`config.mk`:
```
export PLATFORM = sky130hd
export DESIGN_NAME = parking_occupancy_controller_flat
export DESIGN_NICKNAME = d
export VERILOG_FILES = /design/src/rtl/parking_occupancy_controller_if.sv /design/src/rtl/parking_occupancy_controller.sv /design/src/flat_wrapper.sv
export SDC_FILE = /design/constraint.sdc
export NUM_CORES = 1
export LEC_CHECK = 0
export ABC_AREA = 1
export CORE_MARGIN = 8
export CORE_UTILIZATION = 35
export CTS_CLUSTER_SIZE = 16
export DETAILED_ROUTE_END_ITERATION = 6
export SLEW_MARGIN = 15
export SYNTH_ARGS = -nofsm -noshare
export SYNTH_HDL_FRONTEND = slang
export SYNTH_SLANG_ARGS = --single-unit
```
`constraint.sdc`:
```
create_clock -name clk -period 1.85 [get_ports clk]
set_input_delay 0.37 -clock clk [delete_from_list [all_inputs] [get_ports clk]]
set_output_delay 0.37 -clock clk [all_outputs]
set_load 0.01 [all_outputs]
```
`src/rtl/parking_occupancy_controller_if.sv`:
```
// Sensor and status bundle for the parking occupancy controller.
// The master side drives the entry/exit sensors and observes the lot state.
// The slave side is the controller itself.
interface parking_occupancy_controller_if #(
    parameter int WIDTH = 4
);
    logic             entry_req;
    logic             exit_req;
    logic [WIDTH-1:0] count;
    logic             full;
    logic             empty;
    logic             gate_in;
    logic             gate_out;
    logic             op_valid;
    logic             op_sub;
    logic             reject;

    modport master (
        output entry_req,
        output exit_req,
        input  count,
        input  full,
        input  empty,
        input  gate_in,
        input  gate_out,
        input  op_valid,
        input  op_sub,
        input  reject
    );

    modport slave (
        input  entry_req,
        input  exit_req,
        output count,
        output full,
        output empty,
        output gate_in,
        output gate_out,
        output op_valid,
        output op_sub,
        output reject
    );
endinterface

```
`src/rtl/parking_occupancy_controller.sv`:
```
// Parking lot occupancy controller.
// A gate FSM serves one car per IDLE visit. Exits take priority over entries.
// Each accepted car produces a one-cycle op_valid/op_sub command. That command
// feeds a saturating add/subtract stage, which updates count one cycle later.
// A car must clear its sensor before the FSM re-arms, so no car is counted twice.
module parking_occupancy_controller #(
    parameter int WIDTH       = 4,
    parameter int CAPACITY    = 15,
    parameter int GATE_CYCLES = 4
) (
    input  logic                         clk,
    input  logic                         reset,
    parking_occupancy_controller_if.slave bus
);

    localparam int HOLD_W = (GATE_CYCLES > 1) ? $clog2(GATE_CYCLES) : 1;
    localparam logic [HOLD_W-1:0] HOLD_LOAD_C = HOLD_W'(GATE_CYCLES - 1);
    localparam logic [HOLD_W-1:0] HOLD_ZERO_C = {HOLD_W{1'b0}};
    localparam logic [WIDTH-1:0]  CAP_C       = WIDTH'(CAPACITY);
    localparam logic [WIDTH-1:0]  ZERO_C      = {WIDTH{1'b0}};

    typedef enum logic [1:0] {
        ST_IDLE       = 2'd0,
        ST_ENTRY_OPEN = 2'd1,
        ST_EXIT_OPEN  = 2'd2,
        ST_WAIT_CLEAR = 2'd3
    } state_t;

    state_t             state_r;
    logic [HOLD_W-1:0]  hold_r;
    logic               dir_exit_r;   // direction being served: 1 = exit, 0 = entry
    logic               armed_r;      // reject may fire for the current entry request
    logic               gate_in_r;
    logic               gate_out_r;
    logic               op_valid_r;
    logic               op_sub_r;
    logic               reject_r;
    logic [WIDTH-1:0]   count_r;
    logic               full_s;
    logic               empty_s;

    // full/empty are decoded straight from the registered count
    assign full_s  = (count_r == CAP_C);
    assign empty_s = (count_r == ZERO_C);

    assign bus.count    = count_r;
    assign bus.full     = full_s;
    assign bus.empty    = empty_s;
    assign bus.gate_in  = gate_in_r;
    assign bus.gate_out = gate_out_r;
    assign bus.op_valid = op_valid_r;
    assign bus.op_sub   = op_sub_r;
    assign bus.reject   = reject_r;

    // Gate FSM with hold counter, registered gate commands and one-cycle pulses
    always_ff @(posedge clk) begin
        if (reset) begin
            state_r    <= ST_IDLE;
            hold_r     <= HOLD_ZERO_C;
            dir_exit_r <= 1'b0;
            armed_r    <= 1'b1;
            gate_in_r  <= 1'b0;
            gate_out_r <= 1'b0;
            op_valid_r <= 1'b0;
            op_sub_r   <= 1'b0;
            reject_r   <= 1'b0;
        end else begin
            op_valid_r <= 1'b0;
            op_sub_r   <= 1'b0;
            reject_r   <= 1'b0;
            case (state_r)
                ST_IDLE: begin
                    if (!bus.entry_req) begin
                        armed_r <= 1'b1;
                    end
                    if (bus.exit_req && !empty_s) begin
                        state_r    <= ST_EXIT_OPEN;
                        hold_r     <= HOLD_LOAD_C;
                        dir_exit_r <= 1'b1;
                        gate_out_r <= 1'b1;
                        op_valid_r <= 1'b1;
                        op_sub_r   <= 1'b1;
                    end else if (bus.entry_req && !full_s) begin
                        state_r    <= ST_ENTRY_OPEN;
                        hold_r     <= HOLD_LOAD_C;
                        dir_exit_r <= 1'b0;
                        gate_in_r  <= 1'b1;
                        op_valid_r <= 1'b1;
                    end else if (bus.entry_req && full_s && armed_r) begin
                        reject_r <= 1'b1;
                        armed_r  <= 1'b0;
                    end
                end
                ST_ENTRY_OPEN: begin
                    if (hold_r == HOLD_ZERO_C) begin
                        state_r   <= ST_WAIT_CLEAR;
                        gate_in_r <= 1'b0;
                    end else begin
                        hold_r <= hold_r - HOLD_W'(1);
                    end
                end
                ST_EXIT_OPEN: begin
                    if (hold_r == HOLD_ZERO_C) begin
                        state_r    <= ST_WAIT_CLEAR;
                        gate_out_r <= 1'b0;
                    end else begin
                        hold_r <= hold_r - HOLD_W'(1);
                    end
                end
                ST_WAIT_CLEAR: begin
                    if (!bus.entry_req) begin
                        armed_r <= 1'b1;
                    end
                    if ((dir_exit_r && !bus.exit_req) || (!dir_exit_r && !bus.entry_req)) begin
                        state_r <= ST_IDLE;
                    end
                end
                default: begin
                    state_r    <= ST_IDLE;
                    hold_r     <= HOLD_ZERO_C;
                    gate_in_r  <= 1'b0;
                    gate_out_r <= 1'b0;
                end
            endcase
        end
    end

    // Add/subtract stage that applies the accepted operation and never wraps
    always_ff @(posedge clk) begin
        if (reset) begin
            count_r <= ZERO_C;
        end else if (op_valid_r && op_sub_r && (count_r != ZERO_C)) begin
            count_r <= count_r - WIDTH'(1);
        end else if (op_valid_r && !op_sub_r && (count_r != CAP_C)) begin
            count_r <= count_r + WIDTH'(1);
        end else begin
            count_r <= count_r;
        end
    end

endmodule

```
`src/flat_wrapper.sv`:
```
// flat-port wrapper written by rule: the top's interface ports become plain ports
module parking_occupancy_controller_flat 
#(
    parameter int WIDTH       = 4,
    parameter int CAPACITY    = 15,
    parameter int GATE_CYCLES = 4
)
  (clk, reset, bus_entry_req, bus_exit_req, bus_count, bus_full, bus_empty, bus_gate_in, bus_gate_out, bus_op_valid, bus_op_sub, bus_reject);
  parking_occupancy_controller_if #(.WIDTH(WIDTH)) bus_i ();
  input  logic clk;
  input  logic reset;
  input wire logic [$bits(bus_i.entry_req)-1:0] bus_entry_req;
  input wire logic [$bits(bus_i.exit_req)-1:0] bus_exit_req;
  output wire logic [$bits(bus_i.count)-1:0] bus_count;
  output wire logic [$bits(bus_i.full)-1:0] bus_full;
  output wire logic [$bits(bus_i.empty)-1:0] bus_empty;
  output wire logic [$bits(bus_i.gate_in)-1:0] bus_gate_in;
  output wire logic [$bits(bus_i.gate_out)-1:0] bus_gate_out;
  output wire logic [$bits(bus_i.op_valid)-1:0] bus_op_valid;
  output wire logic [$bits(bus_i.op_sub)-1:0] bus_op_sub;
  output wire logic [$bits(bus_i.reject)-1:0] bus_reject;
  assign bus_i.entry_req = bus_entry_req;
  assign bus_i.exit_req = bus_exit_req;
  assign bus_count = bus_i.count;
  assign bus_full = bus_i.full;
  assign bus_empty = bus_i.empty;
  assign bus_gate_in = bus_i.gate_in;
  assign bus_gate_out = bus_i.gate_out;
  assign bus_op_valid = bus_i.op_valid;
  assign bus_op_sub = bus_i.op_sub;
  assign bus_reject = bus_i.reject;
  parking_occupancy_controller #(.WIDTH(WIDTH), .CAPACITY(CAPACITY), .GATE_CYCLES(GATE_CYCLES)) u_core (.clk(clk), .reset(reset), .bus(bus_i));
endmodule
```
Yosys cells after proc, flatten, opt, wreduce, memory -nomap -nowiden --
Index checks and enable logic that the tools add are counted.
Operators by class: add/subtract/negate cells 3, equality and inequality tests 14, mux-type cells 28, bitwise operators 1, reductions and logical operators 35
Operators by type and width (count):
- $mux W1 | 14
- $mux W2 | 7
- $ne A2 B1 Y1 const B | 6
- $reduce_bool A2 Y1 | 6
- $logic_and A1 B1 Y1 | 10
- $reduce_and A3 Y1 | 3
- $mux W4 | 2
- $logic_not A1 Y1 | 6
- $pmux W1 S2 | 3
- $pmux W2 S3 | 1
- $add A4 B1 Y4 const B | 1
- $eq A2 B2 Y1 const B | 2
- $eq A4 B4 Y1 const B | 1
- $logic_not A2 Y1 | 2
- $logic_not A4 Y1 | 1
- $ne A2 B2 Y1 const B | 2
- $ne A4 B4 Y1 const B | 1
- $pmux W2 S2 | 1
- $reduce_and A4 Y1 | 1
- $reduce_bool A4 Y1 | 1
- $reduce_or A2 Y1 | 2
- $reduce_or A4 Y1 | 1
- $sub A4 B1 Y4 const B | 1
- $ne A3 B1 Y1 const B | 1
- other kinds (5) | 5
Storage, ports and cells: register bits 15, input bits 4, output and inout bits 11, word-level logic and storage cells 91

Logic depth before layout (Yosys ltp) --
Gate-level depths: netlist (run 1).
depth in word-level cells 7, mapped depth 13, gate-level depth less buffers 13

Worst setup path after synthesis (run 1) --
Ideal clock, no wire load.
kind reg-to-reg, start reg u_core.count_r[3], in the netlist u_core.bus.count[3], end reg u_core.count_r[3], in the netlist u_core.bus.count[3], setup time 0.115 ns, arrival 1.605 ns, data required time 1.735 ns, slack 0.130 ns, stages on the path, launching flop included 12, path buffers 0, clock period less this slack 1.720 ns, cells stage by stage dfxtp_1 nor2_1 nand2_4 nand3_2 inv_1 ha_1 nand2_1 nand2_1 a21oi_1 nand2_1 a21oi_1 nor2_1
On the way: word-level cells in the longest chain between the ends 3, elaborated cells on any way between the ends 9, those cells by class 2 x add/sub; 1 x eq/ne; 2 x mux; 4 x reduce/logical
RTL lines:
- from (decl) | RTL line parking_occupancy_controller.sv:38 | logic [WIDTH-1:0] count_r;
- from (signal assigned) | RTL line parking_occupancy_controller.sv:133 | count_r <= count_r - WIDTH'(1);
- from (signal assigned) | RTL line parking_occupancy_controller.sv:135 | count_r <= count_r + WIDTH'(1);
- from (signal assigned) | RTL line parking_occupancy_controller.sv:137 | count_r <= count_r;
- $add A4 B1 Y4, or another cell as far along | RTL line parking_occupancy_controller.sv:135
- $mux W4, or another cell as far along | RTL line parking_occupancy_controller.sv:134 | end else if (op_valid_r && !op_sub_r && (count_r != CAP_C)) begin
- $mux W4 / $reduce_bool A2 Y1 (equally long branches)
Several ways; a longest one is shown, not always the timed one. The select of a mux whose other input is x is not followed. A chain may end at the register's enable or synchronous reset.

Worst setup path in the final report (run 1) --
start reg u_core.count_r[0], in the netlist u_core.bus.count[0], end out bus_count[0]
RTL lines:
- to (decl) | RTL line flat_wrapper.sv:14 | output wire logic [$bits(bus_i.count)-1:0] bus_count;
No word-level cell between the ends.

==> results of run 1 <==
==> layout by cell type, fill, tap and decap left out <==
cell type and count:
nand2_1 34, nor2_1 23, inv_1 22, clkdlybuf4s50_1 12
dfxtp_1 12, ha_1 9, nand3_1 7, a21oi_1 7
buf_4 5, nor2_2 4, o21ai_0 4, nand2_4 3
nand2_2 3, clkbuf_4 3, dfxtp_2 3, nand3_4 2
dlygate4sd2_1 2, nor2_4 1, nand3_2 1, nand4_1 1
o21ai_4 1, xor2_1 1, or2_0 1, nand3b_2 1
fa_1 1, clkbuf_1 1
==> cells by family after synthesis <==
kind of cell | Yosys count | synth area share
AO/OA/AOI/OAI | 12 | 0.0707
XOR/XNOR | 1 | 0.00869
adder cells (fa/ha/maj) | 10 | 0.132
buffers and inverters | 23 | 0.0955
flip-flops | 15 | 0.298
AND/OR/NAND/NOR | 81 | 0.396
==> stage by stage <==
stage,instances,power (mW)
5_1_grt,195,1.71
3_3_place_gp,191,1.36
6_report,195,1.56
4_1_cts,195,1.57
2_1_floorplan,142,1.13
3_5_place_dp,191,1.39
==> final timing paths <==
path	from	to	slack, ns	cells past startpoint
max	u_core.bus.count[0]$_SDFFE_PP0P_	bus_count[0]	0.11	2
min	u_core.bus.gate_out$_SDFFE_PP0P_	u_core.bus.gate_out$_SDFFE_PP0P_	0.44	2
max reg2reg	u_core.bus.count[1]$_SDFFE_PP0P_	u_core.bus.count[3]$_SDFFE_PP0P_	0.16	11
min reg2reg	u_core.bus.gate_out$_SDFFE_PP0P_	u_core.bus.gate_out$_SDFFE_PP0P_	0.44	2
==> area by class of cell <==
class                   count  share of cell area
flip-flops and latches     15               0.244
clock buffers               4              0.0211
inverters                  22              0.0663
well taps                  31              0.0311
repair buffers             19               0.141
multi-input cells         104               0.497
==> flip-flops by register name, indices dropped and copies added (netlist names) <==
register / flops
u_core.bus.count: 4
u_core.hold_r: 2
u_core.state_r: 2
u_core.armed_r: 1
u_core.bus.gate_in: 1
u_core.bus.gate_out: 1
u_core.bus.op_sub: 1
u_core.bus.op_valid: 1
u_core.bus.reject: 1
u_core.dir_exit_r: 1
==> metal layers <==
| layer | part of all wire | wire [um] | GRT usage | vias up |
|---|---|---|---|---|
| met3 | 0.065 | 143 | 0.0300 | 5 |
| met2 | 0.49 | 1080 | 0.169 | 25 |
| li1 | - | - | - | 481 |
| met4 | 0.018 | 39 | 0.0491 | 0 |
| met5 | 0 | 0 | 0 | - |
| met1 | 0.43 | 937 | 0.0898 | 413 |
==> timing repair <==
item                                    in CTS  in global routing
pin swaps                                    0                  0
buffers inserted                             0                  0
hold endpoints to repair                     0                  0
resized for setup                            6                  1
cloned                                       0                  0
endpoints found under the setup margin       2                  1
==> worst max-delay path, stage by stage (launching register included) <==
cell,delay (ns)
dfxtp_2,0.42
buf_4,0.15
clkdlybuf4s50_1,0.53
==> report_power, final <==
| group | total (mW) | internal, mW | switching [mW] |
|---|---|---|---|
| Combinational | 0.893 | 0.369 | 0.524 |
| Sequential | 0.485 | 0.411 | 0.0740 |
| Clock | 0.183 | 0.0837 | 0.0993 |
| Total | 1.56 | 0.863 | 0.697 |
==> out/summary.txt, run 1 <==
# fillers = 288
Antenna Nets Post-Route = 0
row count = 19
global-route wire length before repair = 3820 um
actual slew at the worst max-slew pin = 0.430 ns
layout cells sized above 1 = 0.165
All-Layer GR Usage = 0.0925
outcome = finished, final reports clean
top post-synthesis cells by count = nand2_1, nor2_1, inv_1
crit-path max FO = 6
clock skew = 0.00588 ns
clk_lat worst skew = 0.28 ns
synthesized area = 1010 um2
DR pass1 iterations = 4
Placed Area = 1210 um2
CTS tree = built
final worst path period share = 0.942
Port-buffer cells = 14
number of synthesized flops with an enable pin = 0
clk buf depth = 2
clock sink count = 15
gr ovfl total = 0
vias in the first global route = 931
RSZ-0062 raised after global routing = no
die area = 4860 um2
Die Ht = 69.7 um
drt drc = 0
Hold-fix buffers, CTS = 0
worst path required time = 1.48 ns
final worst slack = 0.107 ns
final setup fails = 0
top-area cell type share of the netlist area = 0.298
ant diodes = 0
Vias per Instance = 4.74
minimum clock period = 1.74 ns
Setup Crit Path Kind = flop to output pin
# Max-Cap Violations = 0
most common cell in the netlist = nand2_1
initial antenna violation count = 0
hpwl dp = 1730 um
Worst Hold Slack = 0.444 ns
Pleak = 0.616 nW
Die W = 69.7 um
DR iter-0 viols = 25
Final Wtd Congestion = 0.856
Worst VDD drop = 0.000736 V
I/O pins = 15
Area Overhead vs Synth = 23.6%
Gate Count Post-Synth = 142
syn nets = 156
Slew Limit Fails = 0
average cell area after synthesis = 7.10 um2
Synth area leaders = dfxtp_1, nand2_1, ha_1, nor2_1, inv_1
CTS clk-pin slew, worst paths = 0.09 ns
final instance area = 1250 um2
htree depth = 1
post-synthesis sequential area ratio = 0.298
synth warn = 0
Final Hold Fails = 0
WL/cell = 11.3 um
Placeable Area = 2760 um2
Max-slew headroom = 0.713
Cell variety after synth = 20
clk root buf = clkbuf_4
hold crit path type = flop to flop
footprint of the multi-input gates = 619 um2
final core occ = 0.452
Yosys reg bits = 15
Initial Util = 0.366
fin nets = 179
Synth area leader = dfxtp_1
register area = 304 um2
Num CTS Buffers = 3
largest net degree at the start of global routing = 13
CP Data Arrival Time = 1.37 ns
Setup TNS Final = 0 ns
asr flop ratio synth = 0
critical path endpoint category = output pin
Routed WL = 2200 um
max frequency = 574 MHz
PwrDens = 1250 nW/um2
top_reg_cell synth = dfxtp_1
DR vias = 924
CP startpoint kind = flop
DP Worst Slack = 0.101 ns
(Power assumes the default switching activity.)
==> run 2: changes to the inputs <==
SLEW_MARGIN = 10   (was 15)
==> results of run 2 <==
The final DEF is identical to that of run 1; final timing and power are the same.
==> run 3: changes to the inputs <==
CORE_ASPECT_RATIO = 1.5   (was default)
DONT_BUFFER_PORTS = 1   (was default)
==> out/summary.txt, run 3 (synthesized netlist as in run 1, its figures left out) <==
outcome = finished, final reports clean
DP Worst Slack = 0.0742 ns (-0.0266 ns)
vias in the first global route = 879 (-5.6%)
DR iter-0 viols = 20 (-20%)
Setup Crit Path Kind = flop to flop
Area Overhead vs Synth = 13.2%
CTS clk-pin slew, worst paths = 0.06 ns (-0.03 ns)
CP Data Arrival Time = 1.88 ns (+0.51 ns)
Slew Limit Fails = 0 (unchanged)
worst path required time = 2.00 ns (+0.52 ns)
clk_lat worst skew = 0.25 ns (-0.03 ns)
WL/cell = 12.0 um (+6.3%)
Num CTS Buffers = 3 (unchanged)
Vias per Instance = 4.55 (-3.9%)
Hold-fix buffers, CTS = 0 (unchanged)
layout cells sized above 1 = 0.174 (+0.00986)
initial antenna violation count = 0 (unchanged)
crit-path max FO = 4 (-2)
largest net degree at the start of global routing = 13 (unchanged)
Final Wtd Congestion = 0.824 (-3.8%)
Post CTS Setup Buffer Count = 0 (unchanged)
gr ovfl total = 0 (unchanged)
drt drc = 0 (unchanged)
Setup TNS Final = 0 ns (unchanged)
actual slew at the worst max-slew pin = 0.380 ns (-0.0509 ns)
Pleak = 0.564 nW (-8.4%)
DR vias = 856 (-7.4%)
Max-slew headroom = 0.747 (+0.0340)
clk buf depth = 2 (unchanged)
CTS tree = built
Worst VDD drop = 0.000714 V (-2.9%)
clock skew = 0.00436 ns (-0.00152 ns)
Die W = 59.8 um (-14%)
# fillers = 319 (+11%)
final setup fails = 0 (unchanged)
final worst slack = 0.118 ns (+0.0105 ns)
row count = 24 (+5)
final worst path period share = 0.936 (-0.00567)
total power = 1.57 mW (+0.63%)
minimum clock period = 1.73 ns (-0.0105 ns)
fin nets = 164 (-8.4%)
Antenna Nets Post-Route = 0 (unchanged)
Routed WL = 2250 um (+2.5%)
clock sink count = 15 (unchanged)
critical path endpoint category = flop
Port-buffer cells = 0 (-14)
CP startpoint kind = flop
All-Layer GR Usage = 0.105 (+0.0124)
clk root buf = clkbuf_8
die area = 4890 um2 (+0.72%)
hpwl dp = 1790 um (+3.1%)
Final Hold Fails = 0 (unchanged)
most frequent cells in the layout = nand2_1, nor2_1, inv_1, dfxtp_1, ha_1
I/O pins = 15 (unchanged)
hold path cells = 1 (-1)
Placeable Area = 2820 um2 (+2.4%)
global-route wire length before repair = 3860 um (+1.3%)
final instance area = 1140 um2 (-8.4%)
ant diodes = 0 (unchanged)
PwrDens = 1380 nW/um2 (+9.9%)
# Max-Cap Violations = 0 (unchanged)
max frequency = 577 MHz (+0.61%)
hold crit path type = primary input to flop
Largest register FFs = 4 (unchanged)
worst r2r path cells = 11 (unchanged)
Initial Util = 0.357 (-0.00843)
commonest non-fill, non-tap cell in the layout = nand2_1
DR pass1 iterations = 4 (unchanged)
Die Ht = 81.7 um (+17%)
CTS-repair resized insts = 0 (-6)
Placed Area = 1070 um2 (-11%)
htree depth = 1 (unchanged)
## run 3: cell types whose count changed in the layout (fill, tap and decap cells not counted), sizes merged
cell,change
clkbuf,-1
buf,-1
clkdlybuf4s50,-12
clkinv,+1
dlygate4sd2,-2
## run 3: metrics by stage
step / instances / hold WS (ns) / utilization
6_report: 188 / 0.181 / 0.404
5_1_grt: 188 / 0.173 / 0.404
4_1_cts: 188 / 0.177 / 0.397
3_5_place_dp: 184 / 0.445 / 0.380
3_3_place_gp: 184 / 0.441 / 0.380
2_1_floorplan: 142 / 0.432 / -
## run 3: final cells by class
| type | instances | area, um2 | share of cell area |
|---|---|---|---|
| Tap cell | 39 | 48.8 | 0.0428 |
| Multi-Input combinational cell | 104 | 632 | 0.554 |
| Clock buffer | 3 | 41.3 | 0.0362 |
| Clock inverter | 1 | 5.00 | 0.00439 |
| Inverter | 22 | 82.6 | 0.0724 |
| Sequential cell | 15 | 302 | 0.264 |
| Timing Repair Buffer | 4 | 30.0 | 0.0263 |
## run 3: power breakdown
group,switching [mW],internal [mW]
clock network,0.121,0.149
logic,0.507,0.300
registers,0.0840,0.409
total,0.712,0.858
## run 3: worst max-delay path, stage by stage, from the launching register on
cell     delay, ns
dfxtp_2       0.39
nor2_4        0.06
nand2_4       0.11
nand3_2       0.12
inv_1         0.15
ha_4          0.22
nand2_1       0.08
nand2_1       0.06
a21oi_1       0.13
nand2_1       0.09
a21oi_1       0.15
nor2_1        0.06
## run 3: final timing paths
path                               startpoint                               end  slack [ns]
max          u_core.bus.count[0]$_SDFFE_PP0P_  u_core.bus.count[3]$_SDFFE_PP0P_        0.12
min                                     reset    u_core.dir_exit_r$_SDFFE_PP0P_        0.18
min reg2reg       u_core.armed_r$_SDFFE_PP1P_      u_core.bus.reject$_SDFF_PP0_        0.46
max reg2reg  u_core.bus.count[0]$_SDFFE_PP0P_  u_core.bus.count[3]$_SDFFE_PP0P_        0.12
## run 3: per-layer routing
| metal | GRT usage | part of all wire |
|---|---|---|
| met5 | 0 | 0 |
| met4 | 0.0671 | 0.026 |
| met3 | 0.0313 | 0.061 |
| met2 | 0.195 | 0.54 |
| met1 | 0.0949 | 0.37 |
